===== config.mk =====
export PLATFORM = sky130hd
export DESIGN_NAME = doorlock_ctrl_flat
export DESIGN_NICKNAME = d
export VERILOG_FILES = /design/src/rtl/doorlock_pkg.sv /design/src/rtl/doorlock_ctrl_if.sv /design/src/rtl/doorlock_ctrl_rise_edge.sv /design/src/rtl/doorlock_ctrl.sv /design/src/flat_wrapper.sv
export SDC_FILE = /design/constraint.sdc
export NUM_CORES = 1
export LEC_CHECK = 0
export ABC_AREA = 1
export ABC_CLOCK_PERIOD_IN_PS = 4850
export CELL_PAD_IN_SITES_DETAIL_PLACEMENT = 1
export CELL_PAD_IN_SITES_GLOBAL_PLACEMENT = 1
export CORE_ASPECT_RATIO = 1.4
export CORE_MARGIN = 1
export CORE_UTILIZATION = 25
export DETAILED_ROUTE_END_ITERATION = 6
export PLACE_DENSITY = 0.56
export SYNTH_ARGS = -nofsm -noshare
export SYNTH_HDL_FRONTEND = slang
export SYNTH_SLANG_ARGS = --single-unit
export TNS_END_PERCENT = 100

===== constraint.sdc =====
create_clock -name clk -period 4.85 [get_ports clk]
set_clock_uncertainty 0.2 [all_clocks]
set_input_delay 0.97 -clock clk [delete_from_list [all_inputs] [get_ports clk]]
set_output_delay 0.97 -clock clk [all_outputs]
set_load 0.02 [all_outputs]

===== src/rtl/doorlock_pkg.sv =====
// doorlock_pkg: shared definitions for the door-lock code-entry controller
// and the keypad top that instantiates it.
//   state_t   - controller FSM states (2-bit)
//   BCD_W     - width of one BCD digit
//   NUM_KEYS  - number of digit keys (0..9)
package doorlock_pkg;

    localparam int unsigned BCD_W    = 4;
    localparam int unsigned NUM_KEYS = 10;

    typedef enum logic [1:0] {
        S_IDLE  = 2'd0,
        S_CHECK = 2'd1,
        S_OPEN  = 2'd2,
        S_LOCK  = 2'd3
    } state_t;

endpackage


===== src/rtl/doorlock_ctrl_if.sv =====
// doorlock_ctrl_if: keypad-side bundle of the door-lock controller.
//   key_dig   [9:0] debounced digit key levels, bit i = key i
//   key_ent         debounced enter key level
//   key_clr         debounced clear key level
//   unlock          solenoid drive, high while open
//   alarm           high during lockout
//   err             one-cycle pulse per rejected code
//   digit_cnt [3:0] digits currently buffered
// master: keypad / debounce side; slave: the controller.
interface doorlock_ctrl_if;
    import doorlock_pkg::*;

    logic [NUM_KEYS-1:0] key_dig;
    logic                key_ent;
    logic                key_clr;
    logic                unlock;
    logic                alarm;
    logic                err;
    logic [3:0]          digit_cnt;

    modport master (
        output key_dig, key_ent, key_clr,
        input  unlock, alarm, err, digit_cnt
    );

    modport slave (
        input  key_dig, key_ent, key_clr,
        output unlock, alarm, err, digit_cnt
    );

endinterface


===== src/rtl/doorlock_ctrl_rise_edge.sv =====
// rise_edge: registered rising-edge detector over a W-bit level vector.
//   clk, rst  clock, async active-high reset
//   level     input levels
//   rise      one-cycle pulse, registered, for each 0->1 transition
// The prev register follows the input every cycle regardless of what the
// consumer is doing, so a key held across a state change never yields a
// late edge.
module rise_edge #(
    parameter int unsigned W = 1
) (
    input  logic         clk,
    input  logic         rst,
    input  logic [W-1:0] level,
    output logic [W-1:0] rise
);

    logic [W-1:0] prev;

    always_ff @(posedge clk or posedge rst) begin
        if (rst) begin
            prev <= '0;
            rise <= '0;
        end else begin
            prev <= level;
            rise <= level & ~prev;
        end
    end

endmodule


===== src/rtl/doorlock_ctrl.sv =====
// doorlock_ctrl: code-entry controller for the door lock.
//   clk, rst  clock, async active-high reset
//   bus       doorlock_ctrl_if.slave: key levels in; unlock, alarm, err,
//             digit_cnt out (all registered)
// Digit key edges are shifted into a BCD buffer; enter compares against
// PASSWORD. A match opens for T_OPEN cycles; MAX_FAIL consecutive misses
// raise alarm for T_LOCKOUT cycles during which all keys are ignored.
module doorlock_ctrl
    import doorlock_pkg::*;
#(
    parameter int unsigned CODE_LEN  = 4,
    parameter logic [31:0] PASSWORD  = 32'h0000_1234,
    parameter int unsigned T_OPEN    = 250_000_000,
    parameter int unsigned MAX_FAIL  = 3,
    parameter int unsigned T_LOCKOUT = 50_000_000 * 30
) (
    input  logic            clk,
    input  logic            rst,
    doorlock_ctrl_if.slave  bus
);

    localparam int unsigned BUF_W = BCD_W * CODE_LEN;
    localparam int unsigned T_MAX = (T_OPEN > T_LOCKOUT) ? T_OPEN : T_LOCKOUT;
    localparam int unsigned TMR_W = (T_MAX > 1) ? $clog2(T_MAX) : 1;

    localparam logic [BUF_W-1:0] CODE      = PASSWORD[BUF_W-1:0];
    localparam logic [TMR_W-1:0] OPEN_LD   = TMR_W'(T_OPEN - 1);
    localparam logic [TMR_W-1:0] LOCK_LD   = TMR_W'(T_LOCKOUT - 1);
    localparam logic [3:0]       FAIL_MAX  = 4'(MAX_FAIL);
    localparam logic [3:0]       CNT_FULL  = 4'(CODE_LEN);

    // ---- key edges: {clr, ent, digits} ----
    logic [NUM_KEYS+1:0] rise;
    logic [NUM_KEYS-1:0] dig_edge;
    logic                ent_edge;
    logic                clr_edge;

    rise_edge #(.W(NUM_KEYS + 2)) u_rise (
        .clk   (clk),
        .rst   (rst),
        .level ({bus.key_clr, bus.key_ent, bus.key_dig}),
        .rise  (rise)
    );

    assign dig_edge = rise[NUM_KEYS-1:0];
    assign ent_edge = rise[NUM_KEYS];
    assign clr_edge = rise[NUM_KEYS+1];

    // exactly one digit edge this cycle; chords are dropped
    logic             dig_one;
    logic [BCD_W-1:0] dig_bcd;

    assign dig_one = (dig_edge != '0) &&
                     ((dig_edge & (dig_edge - NUM_KEYS'(1))) == '0);

    always_comb begin
        dig_bcd = '0;
        for (int i = 0; i < NUM_KEYS; i++)
            if (dig_edge[i]) dig_bcd = BCD_W'(i);
    end

    // ---- FSM ----
    state_t           state, state_n;
    logic [BUF_W-1:0] buffer, buf_n;
    logic [3:0]       cnt, cnt_n;
    logic [3:0]       fail_cnt, fail_n;
    logic [TMR_W-1:0] timer, timer_n;
    logic             unlock_q, alarm_q, err_q;
    logic             err_n;

    always_ff @(posedge clk or posedge rst) begin
        if (rst) begin
            state    <= S_IDLE;
            buffer   <= '0;
            cnt      <= '0;
            fail_cnt <= '0;
            timer    <= '0;
            unlock_q <= 1'b0;
            alarm_q  <= 1'b0;
            err_q    <= 1'b0;
        end else begin
            state    <= state_n;
            buffer   <= buf_n;
            cnt      <= cnt_n;
            fail_cnt <= fail_n;
            timer    <= timer_n;
            // outputs follow the next state so they line up with it
            unlock_q <= (state_n == S_OPEN);
            alarm_q  <= (state_n == S_LOCK);
            err_q    <= err_n;
        end
    end

    always_comb begin
        state_n = state;
        buf_n   = buffer;
        cnt_n   = cnt;
        fail_n  = fail_cnt;
        timer_n = timer;
        err_n   = 1'b0;

        case (state)
            S_IDLE: begin
                if (clr_edge) begin
                    buf_n = '0;
                    cnt_n = '0;
                end else if (ent_edge) begin
                    state_n = S_CHECK;
                end else if (dig_one && (cnt != CNT_FULL)) begin
                    buf_n = (buffer << BCD_W) | BUF_W'(dig_bcd);
                    cnt_n = cnt + 4'd1;
                end
            end

            S_CHECK: begin
                buf_n = '0;
                cnt_n = '0;
                // a short entry never matches, even if the low digits agree
                if ((cnt == CNT_FULL) && (buffer == CODE)) begin
                    fail_n  = '0;
                    timer_n = OPEN_LD;
                    state_n = S_OPEN;
                end else begin
                    err_n  = 1'b1;
                    fail_n = (fail_cnt >= FAIL_MAX) ? FAIL_MAX : fail_cnt + 4'd1;
                    if (fail_n == FAIL_MAX) begin
                        timer_n = LOCK_LD;
                        state_n = S_LOCK;
                    end else begin
                        state_n = S_IDLE;
                    end
                end
            end

            S_OPEN: begin
                if (clr_edge || (timer == '0)) begin
                    timer_n = '0;
                    state_n = S_IDLE;
                end else begin
                    timer_n = timer - TMR_W'(1);
                end
            end

            S_LOCK: begin
                if (timer == '0) begin
                    fail_n  = '0;
                    state_n = S_IDLE;
                end else begin
                    timer_n = timer - TMR_W'(1);
                end
            end

            default: state_n = S_IDLE;
        endcase
    end

    assign bus.unlock    = unlock_q;
    assign bus.alarm     = alarm_q;
    assign bus.err       = err_q;
    assign bus.digit_cnt = cnt;

endmodule


===== src/flat_wrapper.sv =====
// flat-port wrapper written by rule: the top's interface ports become plain ports
module doorlock_ctrl_flat import doorlock_pkg::*;
#(
    parameter int unsigned CODE_LEN  = 4,
    parameter logic [31:0] PASSWORD  = 32'h0000_1234,
    parameter int unsigned T_OPEN    = 250_000_000,
    parameter int unsigned MAX_FAIL  = 3,
    parameter int unsigned T_LOCKOUT = 50_000_000 * 30
)
  (clk, rst, bus_key_dig, bus_key_ent, bus_key_clr, bus_unlock, bus_alarm, bus_err, bus_digit_cnt);
  doorlock_ctrl_if bus_i ();
  input  logic clk;
  input  logic rst;
  input wire logic [$bits(bus_i.key_dig)-1:0] bus_key_dig;
  input wire logic [$bits(bus_i.key_ent)-1:0] bus_key_ent;
  input wire logic [$bits(bus_i.key_clr)-1:0] bus_key_clr;
  output wire logic [$bits(bus_i.unlock)-1:0] bus_unlock;
  output wire logic [$bits(bus_i.alarm)-1:0] bus_alarm;
  output wire logic [$bits(bus_i.err)-1:0] bus_err;
  output wire logic [$bits(bus_i.digit_cnt)-1:0] bus_digit_cnt;
  assign bus_i.key_dig = bus_key_dig;
  assign bus_i.key_ent = bus_key_ent;
  assign bus_i.key_clr = bus_key_clr;
  assign bus_unlock = bus_i.unlock;
  assign bus_alarm = bus_i.alarm;
  assign bus_err = bus_i.err;
  assign bus_digit_cnt = bus_i.digit_cnt;
  doorlock_ctrl #(.CODE_LEN(CODE_LEN), .PASSWORD(PASSWORD), .T_OPEN(T_OPEN), .MAX_FAIL(MAX_FAIL), .T_LOCKOUT(T_LOCKOUT)) u_core (.clk(clk), .rst(rst), .bus(bus_i));
endmodule

==> run summary, run 1 <==
The flow ran to the end, and the final reports show no timing, DRC or antenna violations. The core region is 18070 um^2. For this run, design rule violations remaining after detail routing come to 0. Relative to the synthesized area, the layout overhead comes to 16.63%. The logs give 12890 um for the total wirelength of the detailed-routed design and 2220 for the count of filler cells inserted in the layout.

Initial standard-cell utilization of the core: 0.2578. The startpoint of the worst hold path is u_core.u_rise.prev[2]. At the worst endpoint, the arrival time is 2.95 ns.

The final count of hold timing violations is 0. The proportion of layout cells with a drive suffix above 1 is 0.04444, and the via-per-instance ratio is 4.403. Timing endpoint of the critical path: u_core.buffer[12]. The maximum VDD drop is 0.1624 mV.

The type of the tightest min-delay check is flop to flop. The die covers 19190 um^2. In the final layout, flip-flops and latches occupy 2102 um^2.

The first global-routing pass estimated 22890 um of wire. The post-synthesis cell count was 649; the total routing usage reported by global routing was 0.1510. Number of detailed-route iterations in the first pass: 4. After legalization and detailed placement, the total HPWL measured 9680 um. The total of cells resized after clock tree synthesis is 0. In this run the power density over the cells is 557.1 nW/um^2. The count of buffer and inverter cells on the critical path is 1.

Cell repeated most along the worst path: nand2_1. Max-cap violations in this run came to 0. The run gives 0.1909 ns as the tightest hold margin. Timing would allow up to 0.3426 GHz. Yosys printed 0 warnings.

For the total power draw, the log shows 3027 uW. Critical path capture point type: a flop. The setup check on the worst reg-to-reg path leaves a slack of 1.93 ns.

The portion of total power attributed to combinational logic is 0.380. The proportion of synthesized chip area in sequential cells came out at 0.4512. The final routed wire length divided by cell count works out to 14.09 um. On the critical path, the stage with the largest delay is an instance of nand2_1. Number of distinct library cell variants in the gate-level netlist after synthesis: 27.

The tools report the startpoint of the worst-slack reg-to-reg timing path as u_core.bus.digit_cnt[0]. The logs give 1263 uW for the switching power and 2145 um^2 for the area used by multi-input combinational logic. After clock tree synthesis, the setup repair step added 0 buffers.

Sorting the synthesized cells by area gives the leading types as dfrtp_1 45%, nand2_1 16%, nor2_1 8.9%, inv_1 7.2%, nand3_1 5.7%. Along the worst path, the maximum fanout reaches 21. The run gives 0.35 ns as the clock latency on the worst-skew pair. The average instance in the mapped netlist occupies 7.178 um^2.

The detailed router finished its first iteration with 123 violations. Worst slew margin relative to its limit: 0.4272. The overflow left after global routing is 0, and the I/O pin total is 21.

Of all cell types, the one taking the most synthesized area is dfrtp_1. The run gives 0 as the max-slew violation count. The worst register-to-register path ends at u_core.buffer[12].

The run gives 2 as the buffer levels on the longest clock path. The logic depth of the worst path, buffers included was 10; the via count of the first global-routing pass was 4546. The final design utilization is 0.3007. The die boundary height works out to 163.5 um. The number of nets in the synthesized netlist came out at 667. The library cells used most frequently in the layout, excluding fill and tap cells, are 204 x nand2_1, 110 x nor2_1, 88 x inv_1.

The repair_antennas step left the layout with diodes totalling 0. Fraction of synthesized cell area taken by the top area cell type: 0.4512. Post-route clock period utilization: 0.6018. The H-tree generated during clock tree synthesis spans 3 levels. The final route contains 4029 vias.

Leakage power of the design: 0.002695 uW. Switching power as a share of total power: 0.4173. The worst setup path is launched from a flop.

Routability-driven placement finished with a final weighted congestion of 0.7676. Setup violations remaining at the end of the flow were counted as 0. Die width: 117.4 um. The critical path starts at u_core.bus.digit_cnt[0]. On the worst path, the slowest cell contributes a delay of 0.65 ns.

Root buffer selected by CTS: clkbuf_16. Among cell families on the critical path, the largest total delay comes from simple AND/OR/NAND/NOR gates. Clock share of power: 0.251. The tools report the CTS buffer count as 9. Setup repair after global routing left no endpoint under its margin. The most common cell after layout, fill and taps aside is nand2_1. The actual transition at the worst max-transition pin was 0.8560 ns.

The cell area that synthesis handed to floorplanning was 4658 um^2. Entering global routing, the biggest net connects 40 pins. The critical path in this run is classified as flop to flop. The logs give 84 for the count of clock tree sinks and 688 for the net count reported at finish.

The run gives 1764 uW as the internal cell power. The number of hold buffers added after CTS was 0; the number of nets still failing antenna checks after routing was 0. The final critical delay including setup and external delays was 2.919 ns; the relative contribution of sequential cells to total power was 0.370. The number of standard-cell rows in the floorplan is 58, and the port buffer count is 20. Walking the worst path, the cells encountered are inv_1, ha_1, nand3_1, o211ai_1, nor2_1, nand4_1, nand2_1, nand2_1, nand2_1, nand2_1. The worst-case reg-to-reg path depth was 10; the initial antenna violation count was 0. Data on the critical path is required at its endpoint by 4.88 ns.

The flop and latch count out of synthesis works out to 84. TritonCTS built the clock tree. After clock tree synthesis, the clock-pin slew on the worst setup and hold paths is 0.07 ns. Adding up every negative setup slack in the final design gives 0 ns.
[layer usage]
metal / track usage / part of all wire / wire length (um) / vias up
li1: - / - / - / 2042
met1: 0.1647 / 0.43 / 5527 / 1951
met2: 0.2910 / 0.53 / 6890 / 26
met3: 0.02654 / 0.018 / 234 / 10
met4: 0.05077 / 0.019 / 241 / 0
met5: 0 / 0 / 0 / -
[cell type report]
type,count,area share
multi-input combinational,463,0.3947
sequential,84,0.3869
inverter,89,0.06172
tap,240,0.05527
clock buffer,11,0.04468
timing repair buffer,23,0.04100
clock inverter,5,0.01566
[worst register-to-register path, delay by kind of cell (launching register included)]
family	cells	cell delay, ns
AND/OR/NAND/NOR	7	1.81
flip-flops	1	0.43
adder cells (fa/ha/maj)	1	0.19
AO/OA/AOI/OAI	1	0.11
buffers and inverters	1	0.07
[worst min-delay path by stage]
stage	endpoint	cells after the start
after floorplan	u_core.u_rise.rise[0]	1
final	u_core.u_rise.rise[2]	1
after global placement	u_core.u_rise.rise[2]	1
after detailed placement	u_core.u_rise.rise[2]	1
after global routing	u_core.u_rise.rise[6]	1
after CTS	u_core.u_rise.rise[2]	1
[metrics by stage]
step | area, um^2 | std cells | worst slack, ns
2_1_floorplan | 4658 | 649 | 1.515
5_1_grt | 5433 | 915 | 1.456
3_5_place_dp | 5105 | 899 | 1.844
4_1_cts | 5433 | 915 | 1.825
6_report | 5433 | 915 | 1.931
3_3_place_gp | 5105 | 899 | 1.859
[logic make-up (layout without fill, tap and decap cells)]
group           after synthesis  count (layout)  share of synthesized area
compound gates               42              42                    0.05668
xor+xnor                     21              21                    0.03948
fa+ha+maj                     4               4                    0.01074
buf+inv                     102             128                    0.08837
flops                        84              84                     0.4512
simple gates                396             396                     0.3535
[power by group through the flow]
| stage | sequential, uW | combinational (uW) | clock (uW) |
|---|---|---|---|
| global placement | 1120 | 1140 | 0 |
| global route | 1160 | 1340 | 814 |
| finish | 1120 | 1150 | 758 |
| floorplan | 1080 | 876 | 0 |
| CTS | 1120 | 1180 | 784 |
| detailed placement | 1130 | 1170 | 0 |
[cells in the mapped netlist (all sizes together)]
master    n
o21ai    18
o21bai    1
ha        4
nor2    116
nor3      5
nand2   206
clkbuf    4
a21oi     5
xnor2     4
a311oi    2
xor2     17
nand4    13
nand3b    3
nand3    53
buf       9
a21boi   15
o211ai    1
dfrtp    84
inv      89
[state kept, by name (all words and copies together), names as in the netlist]
signal,cells
u_core.state,2
u_core.buffer,16
u_core.bus.alarm,1
u_core.bus.digit_cnt,4
u_core.bus.unlock,1
u_core.timer,31
u_core.bus.err,1
u_core.u_rise.rise,12
u_core.u_rise.prev,12
u_core.fail_cnt,4
Note: power is estimated with default switching activity, not from simulation.
==> inputs of run 2 (changes only) <==
ABC_CLOCK_PERIOD_IN_PS = 2380   (was 4850)
PLACE_DENSITY = 0.58   (was 0.56)
clock period = 2.38 ns   (was 4.85 ns; I/O delays follow)
==> run 2 against run 1 <==
  * First-iteration DRC count up 46%
  * Total power increased by 100%
  * Routed wire length up 3.7%
  * Non-clock buffer count increased by 19
  * Via count up 4.5%
  * Cell area up 2.9%
  * Setup slack worse by 1.8 ns
  * Critical path depth grew 1
  * Die area is the same
  * Clock power increased by 70%
  * Combinational power is 130% higher
==> run summary, run 2 (synthesis gave the netlist of run 1 again) <==
The run finished with clean final reports. The run gives 6169 uW (+100%) as the total power draw. The clock latency on the worst-skew pair came out at 0.34 ns (about the same). The initial antenna violation count is 0 (unchanged). CTS placed an instance of clkbuf_16 at the clock tree root.

The final critical delay including setup and external delays came out at 2.212 ns (-0.7062 ns). The peak fanout along the critical path is 22 (+4.8%). The count of buffer and inverter cells on the critical path came out at 2 (+1). In the final layout, the registers with the most flip-flops are u_core.timer x31, u_core.buffer x16. The most numerous cell type found on the critical path is nand2_1. The net count reported at finish was 707 (+2.8%). In this run the critical register-to-register path is launched from u_core.timer[0]. The total of max-cap violations is 0 (unchanged). Compared with the post-synthesis result, the final layout area differs by 20.01%. TritonCTS built the clock tree. For the count of clock tree sinks, the log shows 84 (unchanged). The critical path capture point type was a flop. The delay contributed by the slowest stage of the critical path was 0.40 ns (-0.25 ns).

The timing-limited maximum frequency is 0.4520 GHz (+32%). Arrival time of data at the critical path endpoint: 2.22 ns (-0.73 ns). The signal on the critical path passes through inv_1, ha_1, nand2_1, nor2_1, nand2_1, nor2_2, nand2_2, nand3b_4, buf_8, nand2_1, a21boi_1.

The total power density per cell area works out to 1103 nW/um^2 (+98%). CTS buffer count: 9 (unchanged). More flip-flops sit in one register than any other, and that register is u_core.timer.

The tools report the via count of the first global-routing pass as 4580 (+0.75%). The actual transition at the worst max-transition pin was 0.5594 ns (-0.2967 ns); the die boundary height was 163.5 um (unchanged). Number of nets still failing antenna checks after routing: 0 (unchanged). The port buffer count was 20 (unchanged); the count of H-tree levels built during CTS was 3 (unchanged). For the final count of hold timing violations, the log shows 0 (unchanged). For the total negative slack for setup checks, the log shows 0 ns (unchanged).

The tools report the count of routing violations after the opening detailed-route iteration as 179 (+46%). For the number of hold buffers added after CTS, the log shows 0 (unchanged). For the max-slew violation count, the log shows 0 (unchanged). The clock-pin transition on the worst setup and hold timing paths is 0.07 ns (about the same). The kind of cell with the highest combined delay along the critical path is simple AND/OR/NAND/NOR gates. Proportion of layout cells with a drive suffix above 1: 0.07781 (+0.03337).

The run gives 5 (+1) as the number of detailed-route iterations in the first pass. Flip-flop count of the largest register, all copies and words added: 31 (unchanged). The top cell types in the final layout, fill and taps aside, are 203 x nand2_1, 105 x nor2_1, 88 x inv_1. The tools report the number of diodes added for antenna fixing as 0 (unchanged).

The worst slack at placement is 0.006375 ns (-1.837 ns), and the first-pass GRT wire length is 22660 um (-1.0%). The via-per-instance ratio is 4.507 (+2.4%). The buffer levels on the longest clock path is 2 (unchanged), and the initial standard-cell utilization of the core is 0.2578 (unchanged). In this run the critical register-to-register path is captured at u_core.timer[24]. For the total routing usage reported by global routing, the log shows 0.1507 (-0.0002789). The reg-to-reg setup timing slack was 0.17 ns (-1.76 ns). The detailed-route DRC error count is 0 (unchanged), and the worst-case reg-to-reg path depth is 11 (+1). The library cell used most frequently in the layout, excluding fill and tap cells, is nand2_1. The maximum VDD drop is 0.3599 mV (+120%).

The number of post-CTS setup repair buffers is 0 (unchanged). The launching instance or port of the critical path was u_core.timer[0]. The sequential cell area was 2102 um^2 (unchanged).

The final routed wire length divided by cell count was 14.32 um (+1.6%); the total half-perimeter wirelength after legalization and detailed placement was 10280 um (+6.2%). The final worst-path setup slack is 0.1676 ns (-1.764 ns), and the die width is 117.4 um (unchanged). The leakage power of the design is 0.002777 uW (+3.0%). The run gives 2231 (+0.50%) as the count of filler cells inserted in the layout. The critical path ends at u_core.timer[24]. Pin count of the biggest net entering global routing: 29 (-28%). The logs give 2177 um^2 (+1.5%) for the area used by multi-input combinational logic and 0 (unchanged) for the overflow left after global routing. The worst setup path is of the flop to flop kind.

The slowest stage of the critical path belongs to the cell dfrtp_1. The overall die area was 19190 um^2 (unchanged). Count of endpoints failing setup in the final report: 0 (unchanged).

The logic depth of the worst path, buffers included is 11 (+1). For the worst slew margin relative to its limit, the log shows 0.6263 (+0.1991). The run gives 0.8052 (+4.9%) as the weighted congestion reported at the end of routability-driven placement. The run gives 4210 (+4.5%) as the vias after detailed routing. The tightest hold margin is 0.1866 ns (-0.004286 ns), and the total wirelength of the detailed-routed design is 13370 um (+3.7%).

The final design utilization was 0.3094 (+0.008724); the post-route clock period utilization was 0.9296 (+0.3278). The run gives 2.39 ns (-2.49 ns) as the critical path required time. The I/O pin total is 21 (unchanged). The type of the tightest min-delay check is flop to flop. The worst setup path is launched from a flop. The placeable core region came out at 18070 um^2 (unchanged). The run gives 58 (unchanged) as the number of standard-cell rows in the floorplan.
-- run 2: how the worst min path moves through the flow --
stage / start / to / slack [ns] / depth (start not counted)
after floorplan: u_core.u_rise.prev[0] / u_core.u_rise.rise[0] / 0.18 / 1
after detailed placement: u_core.u_rise.prev[3] / u_core.u_rise.rise[3] / 0.18 / 1
final: u_core.u_rise.prev[3] / u_core.u_rise.rise[3] / 0.19 / 1
after global routing: u_core.u_rise.prev[3] / u_core.u_rise.rise[3] / 0.20 / 1
after CTS: u_core.u_rise.prev[3] / u_core.u_rise.rise[3] / 0.19 / 1
after global placement: u_core.u_rise.prev[2] / u_core.u_rise.rise[2] / 0.18 / 1
-- run 2: final cells by class --
type	count	share of cell area
Clock buffer	12	0.04230
Clock inverter	4	0.004700
Inverter	89	0.06043
Multi-Input combinational cell	463	0.3894
Sequential cell	84	0.3760
Tap cell	240	0.05372
Timing Repair Buffer	42	0.07341
-- run 2: routing by layer --
| layer | GRT usage | wire length [um] | vias up |
|---|---|---|---|
| met5 | 0 | 0 | - |
| met2 | 0.2959 | 7390 | 29 |
| met4 | 0.05962 | 273 | 0 |
| li1 | - | - | 2074 |
| met3 | 0.02514 | 229 | 17 |
| met1 | 0.1576 | 5480 | 2090 |
-- run 2: power breakdown --
part           leakage [uW]  switching [uW]  internal, uW
Sequential          0.00104             391          1850
Combinational       0.00161            1670           966
Clock              0.000127             582           707
-- run 2: per-stage QoR --
step	area, um^2	instances
2_1_floorplan	4662	649
3_3_place_gp	5288	918
3_5_place_dp	5288	918
4_1_cts	5553	934
5_1_grt	5590	934
6_report	5590	934
-- run 2: repair_timing --
action                     4_1_cts  5_1_grt
gates resized for setup          1       10
pin swaps                        0        1
setup endpoints to repair        2       28
==> inputs of run 3 (changes only) <==
CTS_CLUSTER_SIZE = 12   (was default)
SLEW_MARGIN = 10   (was default)
==> results of run 3 <==
The final DEF is identical to that of run 2; final timing and power are the same.
==> edit 1 (config.mk and constraints of run 2) <==
Set the package constant `NUM_KEYS` to 20 (it was 10).
--- a/src/rtl/doorlock_pkg.sv
+++ b/src/rtl/doorlock_pkg.sv
@@ -6,7 +6,7 @@
 package doorlock_pkg;
 
     localparam int unsigned BCD_W    = 4;
-    localparam int unsigned NUM_KEYS = 10;
+    localparam int unsigned NUM_KEYS = 20;
 
     typedef enum logic [1:0] {
         S_IDLE  = 2'd0,
Interface: changed (resized bus_key_dig); port bits go from 21 to 31. The function was not compared with the original's and may differ.
==> edit 1 against run 2 <==
  * Via count up 6.1%
  * Sequential cell count up 20
  * Power up 5.9%
  * Worst setup slack worse by 0.055 ns
  * Count of clock-buffer cells in the layout down 2
  * Synthesized area up 10%
  * Design area up 20%
  * Die area up 10%
  * Routed wire length up 3.7%
  * Critical path type unchanged
  * Highest routed layer unchanged
==> edit 1: results (changes against run 2) <==
status: completed
Leak Pwr: 3.26 nW (+17%)
Critical Path AT: 2.31 ns (+0.09 ns)
GR Util All Layers: 13.8% (-1.2 points)
Largest regs: u_core.timer x31, u_core.u_rise.prev x22, u_core.u_rise.rise x22
leading cell types by count after synthesis: nand2_1 (157), dfrtp_1 (104), nor2_1 (100)
Seq/Total Area, Yosys: 50.7% (+5.6 points)
switching share of power: 38.4% (-4.6 points)
Net Count, Synth: 669 (+0.30%)
vias in the first global route: 4815 (+5.1%)
Post-Route WL: 13.9 mm (+3.7%)
Max FO, Critical Path: 7 (-68%)
Synth Area per Inst: 8.02 µm² (+12%)
fill cell count: 2414 (+8.2%)
worst-case vdd ir drop: 0.355 mV (-1.5%)
dpl cells: 961 (+4.7%)
length of the first detailed-routing pass in iterations: 4 (-1)
starting DRC count in detailed routing: 133 (-26%)
leading post-synthesis cells by cell area: dfrtp_1 (51%), nand2_1 (11%), nor2_1 (7.3%), inv_1 (7.2%), o21ai_0 (3.3%)
port bufs: 30 (+50%)
Vias: 4468 (+6.1%)
worst skew pair latency: 0.36 ns (+0.02 ns)
largest net degree at the start of global routing: 105 (+260%)
global-route wire length before repair: 22.6 mm (-0.12%)
layout cell share with drive strength beyond 1: 19.9% (+12 points)
[edit 1: metal layers]
metal  routed length [µm]  share of wire [%]  vias up  track usage (%)
met4                  304                2.2        0             6.65
met2                 7770                 56       41             26.2
met5                    0                  0        -                0
met1                 5600                 40     2203             15.1
li1                     -                  -     2208                -
met3                  189                1.4       16             1.43
[edit 1: cell type report]
type                    count  area, µm²  area share (%)
clock buffers              10        239            3.55
clock inverters             6       72.6            1.08
flip-flops and latches    104       2600            38.7
repair inverters            1       7.51           0.112
repair buffers             99        862            12.8
inverters                 104        403            5.99
well taps                 252        315            4.69
multi-input cells         424       2230            33.1
[edit 1: path summary, 6_finish.rpt]
path	startpoint	to	slack, ns	cells after the start
setup / recovery	u_core.timer[23]	u_core.timer[14]	0.11	12
hold / removal	u_core.u_rise.prev[4]	u_core.u_rise.rise[4]	0.19	1
setup reg to reg	u_core.timer[23]	u_core.timer[14]	0.11	12
hold reg to reg	u_core.u_rise.prev[4]	u_core.u_rise.rise[4]	0.19	1
max in group asynchronous	rst	u_core.buffer[10]	1.12	3
min in group asynchronous	rst	u_core.u_rise.prev[3]	0.44	3
[edit 1: timing repair]
| action | in CTS | in global routing |
|---|---|---|
| pin swaps | 2 | 26 |
| endpoints found under the hold margin | 0 | 0 |
| setup endpoints to repair | 16 | 50 |
| resized for setup | 7 | 56 |
| buffers inserted | 2 | 17 |
| cloned | 0 | 4 |
[edit 1: through the flow]
step / TNS [ns] / hold slack [ns] / util [%] / area [µm²] / worst slack (ns)
finish: 0 / 0.191 / 33.7 / 6730 / 0.113
detailed placement: -0.0813 / 0.183 / 30.3 / 6050 / -0.0676
global placement: 0 / 0.181 / 30.3 / 6050 / 0.00398
CTS: 0 / 0.195 / 32.0 / 6400 / 0.00310
global route: -1.36 / 0.202 / 33.7 / 6730 / -0.0719
floorplan: 0 / 0.176 / - / 5130 / 0.172
[edit 1: cell families after synthesis]
family                     share of synthesized area, %
DFF                                                50.7
buffers and inverters                              9.20
AOI/OAI and AO/OA                                  8.32
and+or+nand+nor                                    27.0
adders and majority gates                          1.22
xor gates and xnor gates                           3.59
[edit 1: power by group through the flow]
stage,logic (W),registers (W),clock network [W]
global route,0.00299,0.00233,0.00169
floorplan,0.00139,0.00229,0
detailed placement,0.00224,0.00231,0
global placement,0.00216,0.00229,0
finish,0.00267,0.00228,0.00158
CTS,0.00231,0.00227,0.00164
==> edit 2 (flow settings as in run 2) <==
Without the edit above. Take the reset off `buffer` and load it in a clocked block of its own.
--- a/src/rtl/doorlock_ctrl.sv
+++ b/src/rtl/doorlock_ctrl.sv
@@ -71,7 +71,6 @@
     always_ff @(posedge clk or posedge rst) begin
         if (rst) begin
             state    <= S_IDLE;
-            buffer   <= '0;
             cnt      <= '0;
             fail_cnt <= '0;
             timer    <= '0;
@@ -80,7 +79,6 @@
             err_q    <= 1'b0;
         end else begin
             state    <= state_n;
-            buffer   <= buf_n;
             cnt      <= cnt_n;
             fail_cnt <= fail_n;
             timer    <= timer_n;
@@ -89,6 +87,10 @@
             alarm_q  <= (state_n == S_LOCK);
             err_q    <= err_n;
         end
+    end
+
+    always_ff @(posedge clk) begin
+        buffer <= buf_n;
     end
 
     always_comb begin
Function: no difference found for any inputs over 10 cycles, from zero or initial values and one cycle with rst high; that may be too few to reach the edited logic, so the function may still have changed.
==> edit 2 against run 2 <==
  * Design area shrank 1.7%
  * Power grew 2.4%
  * Maximum frequency is essentially flat
  * Worst setup slack is essentially flat
  * First-iteration DRC count shrank 24%
  * Sequential cell count is the same
  * Highest routed layer unchanged
  * Synthesized area shrank 3.5%
  * Routed wire length shrank 8.6%
==> edit 2: results (changes against run 2) <==
r2r endpoint: u_core.timer[26]
P_sw: 0.00251 W (-5.2%)
Post-Layout Cell Count: 873 (-6.5%)
Reg power frac: 37.1% (+0.8 points)
Routed wire per std cell: 14.0 µm (-2.2%)
clk cell area share: 5.60% (+0.90 points)
Non-clock buffering overhead: 8.04% (+0.70 points)
leading post-synthesis cells by cell area: dfrtp_1 (38%), nand2_1 (13%), edfxtp_1 (11%), nor2_1 (9.3%), inv_1 (7.3%)
Tot Pwr: 0.00632 W (+2.4%)
Net Count, Synth: 601 (-9.9%)
Max FO, Critical Path: 7 (-68%)
vias in the first global route: 4251 (-7.2%)
sequential cells: 84 (unchanged)
largest net degree at the start of global routing: 69 (+140%)
Critical Path AT: 2.20 ns (-0.02 ns)
worst-case vdd ir drop: 0.445 mV (+24%)
pre-CTS setup slack: 0.0948 ns (+0.0884 ns)
Final GP Congestion: 0.827 (+2.7%)
leading cell types by count after synthesis: nand2_1 (156), nor2_1 (111), inv_1 (87)
Synth cell types: 31 (+15%)
starting DRC count in detailed routing: 136 (-24%)
number of flops mapped to enable cells by yosys: 16 (+16)
fmax: 0.452 GHz (about the same)
Synth Area per Inst: 7.71 µm² (+7.4%)
status: completed
fraction of area in multi-input gates: 35.1% (-3.8 points)
row cnt: 57 (-1.7%)
reg2reg path depth: 8 (-3)
clkbuf count: 15 (+3)
## edit 2: cell count changes in the layout (fill, tap and decap cells not counted), sizes merged, moves of 3 or more
cell    before  now
nand2      206  161
nand3       53   34
dfrtp       84   68
edfxtp       0   16
a21oi        5   12
nor3         5    1
buf         22   25
clkbuf      12   15
clkinv       3    0
nand4       13   10
nor2       116  119
xnor2        4    1
xor2        17   20
## edit 2: layer usage
metal	global-route usage [%]	up-vias
li1	-	1901
met1	16.4	1873
met2	28.4	40
met3	2.04	11
met4	4.84	0
met5	0	-
## edit 2: metrics by stage
step | util [%] | hold WS, ns | setup TNS (ns)
6_report | 31.5 | 0.187 | 0
5_1_grt | 31.5 | 0.208 | -0.0203
4_1_cts | 31.4 | 0.195 | 0
3_5_place_dp | 29.6 | 0.186 | 0
3_3_place_gp | 29.6 | 0.181 | 0
2_1_floorplan | - | 0.176 | 0
